File: src/rtl/mem_port_arbiter.sv
// mem_port_arbiter: shares one memory port between the instruction-fetch (IF)
// and data load/store (DM) requesters. One access is outstanding at a time.
// Each access is held on the memory side until it is acknowledged or times out.
// Optional feature macro: FAIR_RR_EN. When defined, contested grants
// alternate using a last-granted pointer. When undefined, DM beats IF.
module mem_port_arbiter #(
  parameter int unsigned ADDR_W  = 64,
  parameter int unsigned DATA_W  = 64,
  parameter int unsigned TIMEOUT = 255
) (
  input  logic                  i_Clock,
  input  logic                  i_Reset,
  input  logic                  i_IfReq,
  input  logic [ADDR_W-1:0]     i_IfAddr,
  output logic                  o_IfGnt,
  output logic                  o_IfValid,
  output logic [DATA_W-1:0]     o_IfRdata,
  output logic                  o_IfErr,
  input  logic                  i_DmReq,
  input  logic                  i_DmWe,
  input  logic [ADDR_W-1:0]     i_DmAddr,
  input  logic [DATA_W-1:0]     i_DmWdata,
  input  logic [DATA_W/8-1:0]   i_DmStrb,
  output logic                  o_DmGnt,
  output logic                  o_DmValid,
  output logic [DATA_W-1:0]     o_DmRdata,
  output logic                  o_DmErr,
  output logic                  o_MemReq,
  output logic                  o_MemWe,
  output logic [ADDR_W-1:0]     o_MemAddr,
  output logic [DATA_W-1:0]     o_MemWdata,
  output logic [DATA_W/8-1:0]   o_MemStrb,
  input  logic                  i_MemAck,
  input  logic [DATA_W-1:0]     i_MemRdata,
  output logic                  o_Busy
);

  localparam int unsigned STRB_W = DATA_W / 8;
  localparam int unsigned CNT_W  = 16;
  // Counter value at which a further cycle without ack aborts the access
  localparam logic [CNT_W-1:0] CNT_LAST = CNT_W'(TIMEOUT - 1);

  typedef enum logic [1:0] {
    IDLE    = 2'd0,
    IF_BUSY = 2'd1,
    DM_BUSY = 2'd2
  } state_t;

  state_t              state_q,     state_d;
  logic [CNT_W-1:0]    cnt_q,       cnt_d;
  logic                mem_req_q,   mem_req_d;
  logic                mem_we_q,    mem_we_d;
  logic [ADDR_W-1:0]   mem_addr_q,  mem_addr_d;
  logic [DATA_W-1:0]   mem_wdata_q, mem_wdata_d;
  logic [STRB_W-1:0]   mem_strb_q,  mem_strb_d;
  logic                if_gnt_q,    if_gnt_d;
  logic                if_valid_q,  if_valid_d;
  logic [DATA_W-1:0]   if_rdata_q,  if_rdata_d;
  logic                if_err_q,    if_err_d;
  logic                dm_gnt_q,    dm_gnt_d;
  logic                dm_valid_q,  dm_valid_d;
  logic [DATA_W-1:0]   dm_rdata_q,  dm_rdata_d;
  logic                dm_err_q,    dm_err_d;
  logic                busy_q;

  logic                dm_first;
  logic                take_dm;
  logic                take_if;
  logic                ack;

`ifdef FAIR_RR_EN
  // Last-granted pointer: 1 = DM was granted last, 0 = IF
  logic rr_last_dm_q, rr_last_dm_d;

  // DM wins a contested grant only when IF was granted last
  assign dm_first = ~rr_last_dm_q;

  // Pointer follows every grant, contested or not
  always_comb begin
    rr_last_dm_d = rr_last_dm_q;
    if (take_dm) begin
      rr_last_dm_d = 1'b1;
    end else if (take_if) begin
      rr_last_dm_d = 1'b0;
    end
  end

  // Pointer register
  always_ff @(posedge i_Clock or negedge i_Reset) begin
    if (!i_Reset) begin
      rr_last_dm_q <= 1'b0;
    end else begin
      rr_last_dm_q <= rr_last_dm_d;
    end
  end
`else
  // Fixed priority: data accesses beat fetches
  assign dm_first = 1'b1;
`endif

  // Arbitration is only meaningful while the port is free
  assign take_dm = (state_q == IDLE) & i_DmReq & (~i_IfReq | dm_first);
  assign take_if = (state_q == IDLE) & i_IfReq & ~take_dm;

  // Ack is only honoured while a request is being presented
  assign ack = i_MemAck & mem_req_q;

  // Next-state and next-output logic
  always_comb begin
    state_d     = state_q;
    cnt_d       = cnt_q;
    mem_req_d   = mem_req_q;
    mem_we_d    = mem_we_q;
    mem_addr_d  = mem_addr_q;
    mem_wdata_d = mem_wdata_q;
    mem_strb_d  = mem_strb_q;
    if_gnt_d    = 1'b0;
    if_valid_d  = 1'b0;
    if_err_d    = 1'b0;
    if_rdata_d  = if_rdata_q;
    dm_gnt_d    = 1'b0;
    dm_valid_d  = 1'b0;
    dm_err_d    = 1'b0;
    dm_rdata_d  = dm_rdata_q;

    unique case (state_q)
      IDLE: begin
        if (take_dm) begin
          state_d     = DM_BUSY;
          cnt_d       = '0;
          mem_req_d   = 1'b1;
          mem_we_d    = i_DmWe;
          mem_addr_d  = i_DmAddr;
          mem_wdata_d = i_DmWdata;
          // Byte enables only mean something for stores
          mem_strb_d  = i_DmWe ? i_DmStrb : '0;
          dm_gnt_d    = 1'b1;
        end else if (take_if) begin
          state_d     = IF_BUSY;
          cnt_d       = '0;
          mem_req_d   = 1'b1;
          mem_we_d    = 1'b0;
          mem_addr_d  = i_IfAddr;
          mem_wdata_d = '0;
          mem_strb_d  = '0;
          if_gnt_d    = 1'b1;
        end
      end

      IF_BUSY, DM_BUSY: begin
        // An ack in the expiry cycle still counts as a normal completion
        if (ack || (cnt_q == CNT_LAST)) begin
          state_d   = IDLE;
          cnt_d     = '0;
          mem_req_d = 1'b0;
          if (state_q == IF_BUSY) begin
            if_valid_d = 1'b1;
            if_err_d   = ~ack;
            if (ack) begin
              if_rdata_d = i_MemRdata;
            end
          end else begin
            dm_valid_d = 1'b1;
            dm_err_d   = ~ack;
            if (ack && !mem_we_q) begin
              dm_rdata_d = i_MemRdata;
            end
          end
        end else begin
          cnt_d = cnt_q + CNT_W'(1);
        end
      end

      default: begin
        state_d   = IDLE;
        cnt_d     = '0;
        mem_req_d = 1'b0;
      end
    endcase
  end

  // State and output registers; reset drops any in-flight access silently
  always_ff @(posedge i_Clock or negedge i_Reset) begin
    if (!i_Reset) begin
      state_q     <= IDLE;
      cnt_q       <= '0;
      mem_req_q   <= 1'b0;
      mem_we_q    <= 1'b0;
      mem_addr_q  <= '0;
      mem_wdata_q <= '0;
      mem_strb_q  <= '0;
      if_gnt_q    <= 1'b0;
      if_valid_q  <= 1'b0;
      if_rdata_q  <= '0;
      if_err_q    <= 1'b0;
      dm_gnt_q    <= 1'b0;
      dm_valid_q  <= 1'b0;
      dm_rdata_q  <= '0;
      dm_err_q    <= 1'b0;
      busy_q      <= 1'b0;
    end else begin
      state_q     <= state_d;
      cnt_q       <= cnt_d;
      mem_req_q   <= mem_req_d;
      mem_we_q    <= mem_we_d;
      mem_addr_q  <= mem_addr_d;
      mem_wdata_q <= mem_wdata_d;
      mem_strb_q  <= mem_strb_d;
      if_gnt_q    <= if_gnt_d;
      if_valid_q  <= if_valid_d;
      if_rdata_q  <= if_rdata_d;
      if_err_q    <= if_err_d;
      dm_gnt_q    <= dm_gnt_d;
      dm_valid_q  <= dm_valid_d;
      dm_rdata_q  <= dm_rdata_d;
      dm_err_q    <= dm_err_d;
      busy_q      <= (state_d != IDLE);
    end
  end

  assign o_IfGnt    = if_gnt_q;
  assign o_IfValid  = if_valid_q;
  assign o_IfRdata  = if_rdata_q;
  assign o_IfErr    = if_err_q;
  assign o_DmGnt    = dm_gnt_q;
  assign o_DmValid  = dm_valid_q;
  assign o_DmRdata  = dm_rdata_q;
  assign o_DmErr    = dm_err_q;
  assign o_MemReq   = mem_req_q;
  assign o_MemWe    = mem_we_q;
  assign o_MemAddr  = mem_addr_q;
  assign o_MemWdata = mem_wdata_q;
  assign o_MemStrb  = mem_strb_q;
  assign o_Busy     = busy_q;

endmodule

File: config.mk
export PLATFORM = sky130hd
export DESIGN_NAME = mem_port_arbiter
export DESIGN_NICKNAME = d
export VERILOG_FILES = /design/src/rtl/mem_port_arbiter.sv
export SDC_FILE = /design/constraint.sdc
export NUM_CORES = 1
export LEC_CHECK = 0
export ABC_AREA = 1
export BUFFER_PORTS_ARGS = -buffer_cell sky130_fd_sc_hd__buf_2
export CORE_AREA = 2 2 210 212
export CTS_CLUSTER_SIZE = 40
export DETAILED_ROUTE_END_ITERATION = 10
export DIE_AREA = 0 0 212 214
export HOLD_SLACK_MARGIN = 0.12
export PLACE_DENSITY = 0.6
export SETUP_SLACK_MARGIN = 0.3
export SYNTH_ARGS = -nofsm -noshare
export SYNTH_HDL_FRONTEND = slang
export SYNTH_SLANG_ARGS = --single-unit
File: constraint.sdc
create_clock -name i_Clock -period 1.9 [get_ports i_Clock]
set_input_delay 0 -clock i_Clock [delete_from_list [all_inputs] [get_ports i_Clock]]
set_output_delay 0 -clock i_Clock [all_outputs]
set_load 0.1 [all_outputs]
After elaboration in Yosys (flattened, before gate mapping). Cells that the tools add are included.

Add/sub/neg operators: 1. Equality and inequality tests: 5. Mux-type cells: 38. Bitwise gates (word level): 7. Reduce and logical (&&, ||, !) cells: 11.

Operator list (count): 64-bit 2-to-1 mux (4); 16-bit 2-to-1 mux (3); 16-bit case mux with 2 select lines (1); 8-bit 2-to-1 mux (3); 1-bit 2-to-1 mux (22); 16-bit by 1-bit adder with 16-bit output (second input constant) (1); 16-bit by 8-bit == test with 1-bit output (second input constant) (1); 4-bit AND reduction (2); 2-bit 2-to-1 mux (3); 1-bit bitwise AND (4); 2-bit case mux with 2 select lines (1); 2-bit AND reduction (2); 2-bit nonzero test (2); 3-bit inequality test (second input constant) (1); 1-bit inverter (3); 2-bit by 1-bit == test with 1-bit output (second input constant) (1); 2-bit == test (second input constant) (1); 2-bit zero test (1); 2-bit inequality test (second input constant) (1); 1-bit case mux with 2 select lines (1); 2-bit OR reduction (1); 1-bit logical AND (1); 1-bit zero test (1); 1-bit logical OR (1).

Flip-flop bits (word level): 291. Input port bits: 270.

Depth between registers and ports, before layout. Gate-level depths: netlist of run 1.

Word-level depth: 8. Depth in mapped cells: 11. Depth with buffers taken out: 10.

Worst setup path before layout of run 1. OpenSTA, ideal clock, no wires.

Path kind: flip-flop to flip-flop. Start point: register mem_req_q, in the netlist o_MemReq. End point: register dm_rdata_q[47], in the netlist o_DmRdata[47]. Library setup time: 0.130 ns. Data arrival time: 1.887 ns. Data required time: 1.770 ns. Setup slack: -0.117 ns. Cell stages (with the launch flop): 8. Path buffers: 2. Clock period less this slack: 2.017 ns. Cells stage by stage: dfrtp_1 nand2_1 inv_1 nand4_1 buf_2 buf_1 nand2_1 o21ai_0.

Word-level cells in the longest chain between the ends: 3. Elaborated cells between the ends (all ways): 4.

RTL lines: from (decl) (line 51) `logic mem_req_q, mem_req_d;`; from (signal assigned) (line 204) `mem_req_q <= mem_req_d;`; 1-bit bitwise AND * (line 106) `assign ack = i_MemAck & mem_req_q;`; 1-bit logical OR / 1-bit logical AND (equally long branches) (line 152, 165); 4-bit AND reduction (no line) *; to (signal assigned) (line 215) `dm_rdata_q <= dm_rdata_d;`; to (decl) (line 62) `logic [DATA_W-1:0] dm_rdata_q, dm_rdata_d;`.

Every way passes the cells marked *; elsewhere a longest branch is shown, timed or not. A chain may end at the register's enable or synchronous reset.

Worst setup path in the final report of run 1.
Start point: register state_q[0]. End point: register dm_rdata_q[39], in the netlist o_DmRdata[39].

Word-level cells in the longest chain between the ends: 3. Elaborated cells between the ends (all ways): 5.

RTL lines: from (decl) (line 49) `state_t state_q, state_d;`; from (signal assigned) (line 202) `state_q <= state_d;`; 2-bit by 1-bit == test with 1-bit output / 2-bit == test (equally long branches) (line 126, 156); 2-bit OR reduction / 1-bit inverter (equally long branches); 4-bit AND reduction (no line) *.

Marked as above.

==> out/summary.txt, run 1 <==
Status: completed
Syn_nets: 1627
Die footprint: 45370 um^2
Row count: 76
Longest Clk Path Bufs: 3
Slowest stage delay, CP: 0.39 ns
Drt total wl: 51.76 mm
Vias: 13.27k
Initial Util: 27.86%
Total negative slack: 0 ns
Placer Congestion: 0.8817
Maximum clock frequency: 622.1 MHz
CP Capture Type: register
Worst-Margin Slew: 0.6255 ns
Synthesized area per cell: 8.845 um^2
FF-to-FF End: o_DmRdata[39]
Min Clock Period, post-route: 1.607 ns
Final period utilization: 84.60%
Filler Cell Count: 3856
DR iter-0 viols: 977
Mapped Cells: 1351
Critical path class: reg2reg
Data arrival, critical path: 2.02 ns
Share of the synthesized area in the top cell type: 60.94%
Port Buf Inserts: 542
Peak fanout along the critical path: 7
Initial antenna violation count: 4
Reg clk slew, reported paths: 0.06 ns
Core Box Area: 42890 um^2
CTS Buf Count: 34
Cell variety after synth: 25
H-tree levels: 2
HP Class: in2reg
R2R cell count: 8
Layout cells sized above 1: 35.30%
Global-route wire length before repair: 72.08 mm
Critical R2R Launch: state_q[0]
#FFs+latches synth: 291
Non-Filler Instances: 2803
Ys Warns: 0
Total congestion overflow: 0
Max cap viols: 0
Final HPWL DP: 28.96 mm
DRT Pass-1 Iters: 5
Hold Crit Start: i_DmWdata[5]
Clk Latency, worst-skew pair: 0.53 ns
CTS tree: built
Root Buffer: clkbuf_16
CP Launch Type: register
Inst Count DP: 2421
# nets final: 2471
Largest net degree at the start of global routing: 90
Reg2reg setup slack: 0.29 ns
Remaining DRCs: 0
Die height: 214 um
Fin. max-slew vios: 0
Synth top area cells: dfrtp_1 (61%), nand2_1 (10%), o21ai_0 (9.5%)
Most used cell, CP: clkbuf_16
Endpoint, Worst Hold: o_MemWdata[5]
Clock Sinks: 291
Vias in the first global route: 13.43k
Slew headroom: 58.30%
Vias per Instance: 4.734
Final hold violations: 0
Yosys top cell by area: dfrtp_1
Final setup vio count: 0
Worst Clk Skew: 0.01075 ns
Sequential share of the synthesized area: 60.94%
Unrepaired setup endpoints after global routing: true
Final ANT Viol Nets: 0
Area grow syn2layout: 73.84%
Hold depth: 4
Top Ports: 543
Wire length per cell: 18.47 um
Slowest CP cell: dfrtp_1
CP Cell Sequence: inv_2 -> ha_4 -> nand4_1 -> buf_6 -> clkbuf_16 -> clkbuf_16 -> nand2_1 -> o21ai_1
Syn Std Cell Area: 11950 um^2
Aggregate global-route resource usage: 19.98%
Critical Path RT: 2.31 ns
Die Width: 212 um
==> layer usage <==
metal	GRT usage [%]	wire length [um]	part of all wire, %
met2	34.24	24950	48
met1	22.84	20270	39
met4	11.97	2775	5.4
met5	0	0	0
met3	4.105	3766	7.3
==> cells in the mapped netlist, drive strengths merged <==
| master | n |
|---|---|
| a21oi | 3 |
| a41oi | 1 |
| buf | 48 |
| clkbuf | 41 |
| dfrtp | 291 |
| ha | 6 |
| inv | 96 |
| nand2 | 333 |
| nand3 | 160 |
| nand4 | 3 |
| nor2 | 101 |
| nor3 | 2 |
| nor4 | 1 |
| o21ai | 260 |
| xnor2 | 1 |
| xor2 | 4 |
==> cell usage in the layout, fill, tap and decap left out, types with 2 or more instances in the layout <==
cell type	synthesis	routed
inv_1	95	88
buf_16	0	15
nor2_1	98	92
buf_4	2	27
buf_2	21	541
dlygate4sd3_1	0	270
o21ai_1	32	75
nand2_8	0	3
clkbuf_1	41	8
buf_6	1	15
nand2_4	0	26
a21oi_1	3	3
xor2_1	4	4
nor2_2	2	5
dfrtp_1	291	289
inv_2	1	5
buf_12	0	7
ha_1	6	4
nand4_1	3	3
bufinv_16	0	4
o21ai_2	0	25
buf_8	0	2
nand3_1	159	158
clkinvlp_4	0	2
clkinv_2	0	4
clkbuf_8	0	3
nand2_1	331	275
clkbuf_16	0	55
nor2_4	1	4
nand2_2	2	29
o21ai_0	228	160
diode_2	0	3
==> critical path: cells and delay by family (launching register included) <==
family	cells	cell delay, ns
adders and majority gates	1	0.28
buffers and inverters	4	0.59
and+or+nand+nor	2	0.15
AOI/OAI and AO/OA	1	0.07
DFF	1	0.39
==> worst max-delay path by stage <==
stage,start,to,slack (ns),cells after the start
floorplan,o_MemReq,o_DmRdata[47],0.31,7
global placement,state_q[1],cnt_q[12],0.13,9
detailed placement,state_q[1],o_MemAddr[27],0.02,7
CTS,state_q[0],o_DmRdata[54],0.25,8
global route,state_q[1],cnt_q[14],0.21,10
finish,state_q[0],o_DmRdata[39],0.29,8
==> state kept, by name, summed over array words and instances (netlist names) <==
register and cells:
cnt_q 16, o_MemWe 1, o_IfErr 1, o_IfValid 1, o_DmGnt 1, o_MemStrb 8, o_MemAddr 64, o_Busy 1
o_DmValid 1, o_MemWdata 64, o_IfGnt 1, o_DmRdata 64, o_DmErr 1, o_IfRdata 64, state_q 2, o_MemReq 1
==> metrics by stage <==
step	cell area, um^2	setup WS, ns	hold slack [ns]	util, %
finish	20770	0.2925	0.2117	48.44
global route	20770	0.2117	0.1991	48.43
CTS	19590	0.2517	0.1771	45.67
detailed placement	15480	0.02115	-0.03069	36.10
global placement	15480	0.1300	-0.03693	36.10
floorplan	11950	0.3060	-0.2956	-
==> cells by family (layout without fill, tap and decap cells) <==
group,after synthesis,in the layout,synth area share [%]
simple gates,600,600,20.82
flops,291,291,60.94
compound gates,264,264,11.09
buf+inv,185,1049,6.157
fa+ha+maj,6,6,0.6283
xor+xnor,5,5,0.3665
other cells,0,3,0
==> layout make-up <==
cell class                 count  area [um^2]  share of cell area, %
clock inverter                10        160.2                 0.7710
sequential                   291         7287                  35.08
antenna                        3        7.507                0.03614
tap                          585        732.0                  3.524
timing repair buffer         897         6865                  33.05
clock buffer                  46        947.2                  4.560
inverter                      96        367.9                  1.771
multi-input combinational    875         4405                  21.21
==> what timing repair did <==
item,CTS,global route
endpoints found under the hold margin,571,0
resized for setup,30,194
gates cloned,7,27
pin swaps,1,12
hold buffers,270,0
setup endpoints to repair,218,220
setup buffers,7,12
Power of run 1 is not shown: default switching activity piles up to over one toggle a cycle in this logic, so the estimate is an artifact.
==> run 2: changes to the inputs <==
--- a/config.mk
+++ b/config.mk
@@ -5,14 +5,14 @@
 export SDC_FILE = /design/constraint.sdc
 export NUM_CORES = 1
 export LEC_CHECK = 0
-export ABC_AREA = 1
+export ABC_AREA = 0
 export BUFFER_PORTS_ARGS = -buffer_cell sky130_fd_sc_hd__buf_2
-export CORE_AREA = 2 2 210 212
+export CORE_AREA = 2 2 212 214
 export CTS_CLUSTER_SIZE = 40
 export DETAILED_ROUTE_END_ITERATION = 10
-export DIE_AREA = 0 0 212 214
+export DIE_AREA = 0 0 214 216
 export HOLD_SLACK_MARGIN = 0.12
-export PLACE_DENSITY = 0.6
+export PLACE_DENSITY = 0.58
 export SETUP_SLACK_MARGIN = 0.3
 export SYNTH_ARGS = -nofsm -noshare
 export SYNTH_HDL_FRONTEND = slang
==> constraint.sdc (replaced) <==
create_clock -name i_Clock -period 1.6 [get_ports i_Clock]
set_input_delay 0 -clock i_Clock [delete_from_list [all_inputs] [get_ports i_Clock]]
set_output_delay 0 -clock i_Clock [all_outputs]
set_load 0.1 [all_outputs]
==> out/summary.txt, run 2 <==
Synth top area cells: dfrtp_1 (63%), a22o_1 (15%), mux2_2 (12%) (was dfrtp_1 (61%), nand2_1 (10%), o21ai_0 (9.5%))
Final period utilization: 114.1% (was 84.60%)
Most numerous cell in the Yosys netlist: dfrtp_1 (was nand2_1)
Top Ports: 543 (unchanged)
Minimum hold slack: 0.2013 ns (was 0.2117 ns)
Vias: 11.28k (was 13.27k)
CP Capture Type: register (unchanged)
Asr flop ratio synth: 100.0% (unchanged)
Peak fanout along the critical path: 14 (was 7)
Initial Util: 26.18% (was 27.86%)
Ys Warns: 0 (unchanged)
Port Buf Inserts: 542 (unchanged)
Clk Latency, worst-skew pair: 0.53 ns (about the same)
Total congestion overflow: 0 (unchanged)
Fin. max-slew vios: 0 (unchanged)
Critical path class: reg2reg (unchanged)
Maximum clock frequency: 547.8 MHz (was 622.1 MHz)
Die footprint: 46220 um^2 (was 45370 um^2)
Filler Cell Count: 3518 (was 3856)
Ys flop type: dfrtp_1 (unchanged)
Die Width: 214 um (was 212 um)
Most used cell, CP: buf_12 (was clkbuf_16)
Sequential share of the synthesized area: 63.45% (was 60.94%)
Slowest CP cell: dfrtp_1 (unchanged)
CTS Buf Count: 34 (unchanged)
HP Class: in2reg (unchanged)
Syn Std Cell Area: 11480 um^2 (was 11950 um^2)
Slew headroom: 67.69% (was 58.30%)
Area grow syn2layout: 95.92% (was 73.84%)
Wire length per cell: 21.63 um (was 18.47 um)
Vias in the first global route: 12.14k (was 13.43k)
Final setup vio count: 286 (was 0)
Root Buffer: clkbuf_16 (unchanged)
Mapped Cells: 793 (was 1351)
Most frequent cells in the layout: dfrtp_1 (288), buf_2 (270), dlygate4sd3_1 (270), a22o_1 (200), clkbuf_4 (160) (was buf_2 (541), dfrtp_1 (289), nand2_1 (275), dlygate4sd3_1 (270), o21ai_0 (160))
CP Launch Type: register (unchanged)
Synthesized area per cell: 14.47 um^2 (was 8.845 um^2)
Layout cells sized above 1: 53.55% (was 35.30%)
Syn_nets: 1069 (was 1627)
Failing checks: setup timing
Clock Sinks: 291 (unchanged)
Drt total wl: 50.95 mm (was 51.76 mm)
Final ANT Viol Nets: 0 (unchanged)
Initial antenna violation count: 1 (was 4)
Global-route wire length before repair: 73.78 mm (was 72.08 mm)
DR iter-0 viols: 654 (was 977)
Row count: 77 (was 76)
Die height: 216 um (was 214 um)
Slowest stage delay, CP: 0.37 ns (was 0.39 ns)
Status: complete, but fails checks (was completed)
Top cells by count, synth: dfrtp_1 (291), a22o_1 (200), mux2_2 (125), clkbuf_1 (36), buf_2 (14) (was nand2_1 (331), dfrtp_1 (291), o21ai_0 (228), nand3_1 (159), nor2_1 (98))
Core Box Area: 43840 um^2 (was 42890 um^2)
Worst-Margin Slew: 0.4881 ns (was 0.6255 ns)
Critical Path RT: 2.01 ns (was 2.31 ns)
CTS tree: built (unchanged)
Reg clk slew, reported paths: 0.06 ns (about the same)
Largest net degree at the start of global routing: 66 (was 90)
H-tree levels: 2 (unchanged)
Data arrival, critical path: 2.23 ns (was 2.02 ns)
Cell variety after synth: 41 (was 25)
Max cap viols: 0 (unchanged)
Final hold violations: 0 (unchanged)
Vias per Instance: 4.786 (was 4.734)
Longest Clk Path Bufs: 3 (unchanged)
#FFs+latches synth: 291 (unchanged)
EDFF count, synth: 0 (unchanged)
Placer Congestion: 0.9068 (was 0.8817)
CP Cell Sequence: inv_2 -> ha_4 -> nand2b_4 -> nor3_4 -> buf_6 -> buf_12 -> buf_12 -> mux2_2 (was inv_2 -> ha_4 -> nand4_1 -> buf_6 -> clkbuf_16 -> clkbuf_16 -> nand2_1 -> o21ai_1)
Min Clock Period, post-route: 1.826 ns (was 1.607 ns)
Yosys top cell by area: dfrtp_1 (unchanged)
Final HPWL DP: 31.07 mm (was 28.96 mm)
Unrepaired setup endpoints after global routing: true (unchanged)
# nets final: 2018 (was 2471)
Share of the synthesized area in the top cell type: 63.45% (was 60.94%)
Setup ws final: -0.2255 ns (was 0.2925 ns)
DRT Pass-1 Iters: 4 (was 5)
Aggregate global-route resource usage: 20.73% (was 19.98%)
Most common library cell in the layout ignoring fill and taps: dfrtp_1 (was buf_2)
Worst Clk Skew: 0.02112 ns (was 0.01075 ns)
Remaining DRCs: 0 (unchanged)
-- run 2: layout make-up --
| class | instances | area (um^2) | area share [%] |
|---|---|---|---|
| tap | 592 | 740.7 | 3.294 |
| antenna | 1 | 2.502 | 0.01113 |
| multi-input combinational | 436 | 4677 | 20.80 |
| timing repair buffer | 974 | 8665 | 38.53 |
| clock buffer | 49 | 998.5 | 4.440 |
| sequential | 291 | 7288 | 32.41 |
| clock inverter | 8 | 96.34 | 0.4284 |
| inverter | 5 | 18.77 | 0.08346 |
-- run 2: cell families after synthesis --
group / count (synthesis) / share of synthesized area [%]
flops: 291 / 63.45
xor+xnor: 5 / 0.3816
mux: 129 / 12.66
fa+ha+maj: 6 / 0.6541
compound gates: 231 / 16.90
buf+inv: 67 / 2.507
simple gates: 64 / 3.456
-- run 2: final timing paths --
path	start	endpoint	slack, ns	depth (start not counted)
worst max-delay path	state_q[1]	o_DmRdata[14]	-0.23	8
worst max register to register	state_q[1]	o_DmRdata[14]	-0.23	8
min in group asynchronous	i_Reset	o_IfRdata[11]	0.59	3
worst min-delay path	i_IfReq	cnt_q[2]	0.20	5
worst min register to register	o_DmRdata[10]	o_DmRdata[10]	0.49	1
max in group asynchronous	i_Reset	o_MemWdata[12]	0.43	4
-- run 2: metal layers --
| layer | vias to the layer above | routed length [um] | track usage (%) |
|---|---|---|---|
| met5 | - | 0 | 0 |
| met4 | 0 | 3246 | 12.05 |
| met3 | 134 | 3332 | 4.553 |
| met2 | 606 | 25040 | 35.29 |
| met1 | 5612 | 19340 | 24.08 |
| li1 | 4923 | - | - |
-- run 2: repair_timing --
action                                  in CTS  in global routing
pin swaps                                  109                 17
hold endpoints to repair                   564                  0
endpoints found under the setup margin     563                586
cloned                                      31                  1
resized for setup                          274                202
hold buffers                               270                  0
setup buffers                               33                 11
-- run 2: through the flow --
stage               worst slack, ns  instances  TNS [ns]  area, um^2  util, %
finish                      -0.2255       2356    -33.21       22490    51.30
global route                -0.2841       2356    -51.18       22490    51.30
CTS                         -0.2161       2343    -35.15       21780    49.70
detailed placement          -0.2208       1952    -30.97       15990    36.47
global placement            -0.2130       1952    -22.69       15990    36.47
floorplan                   -0.2762        793    -17.93       12190        -
-- run 2: critical path, delay by kind of cell (launching register included) --
kind	cells	cell delay (ns)
buffers and inverters	4	0.52
DFF	1	0.37
muxes	1	0.35
adders and majority gates	1	0.29
and+or+nand+nor	2	0.18
Power of run 2 is left out for the same reason.
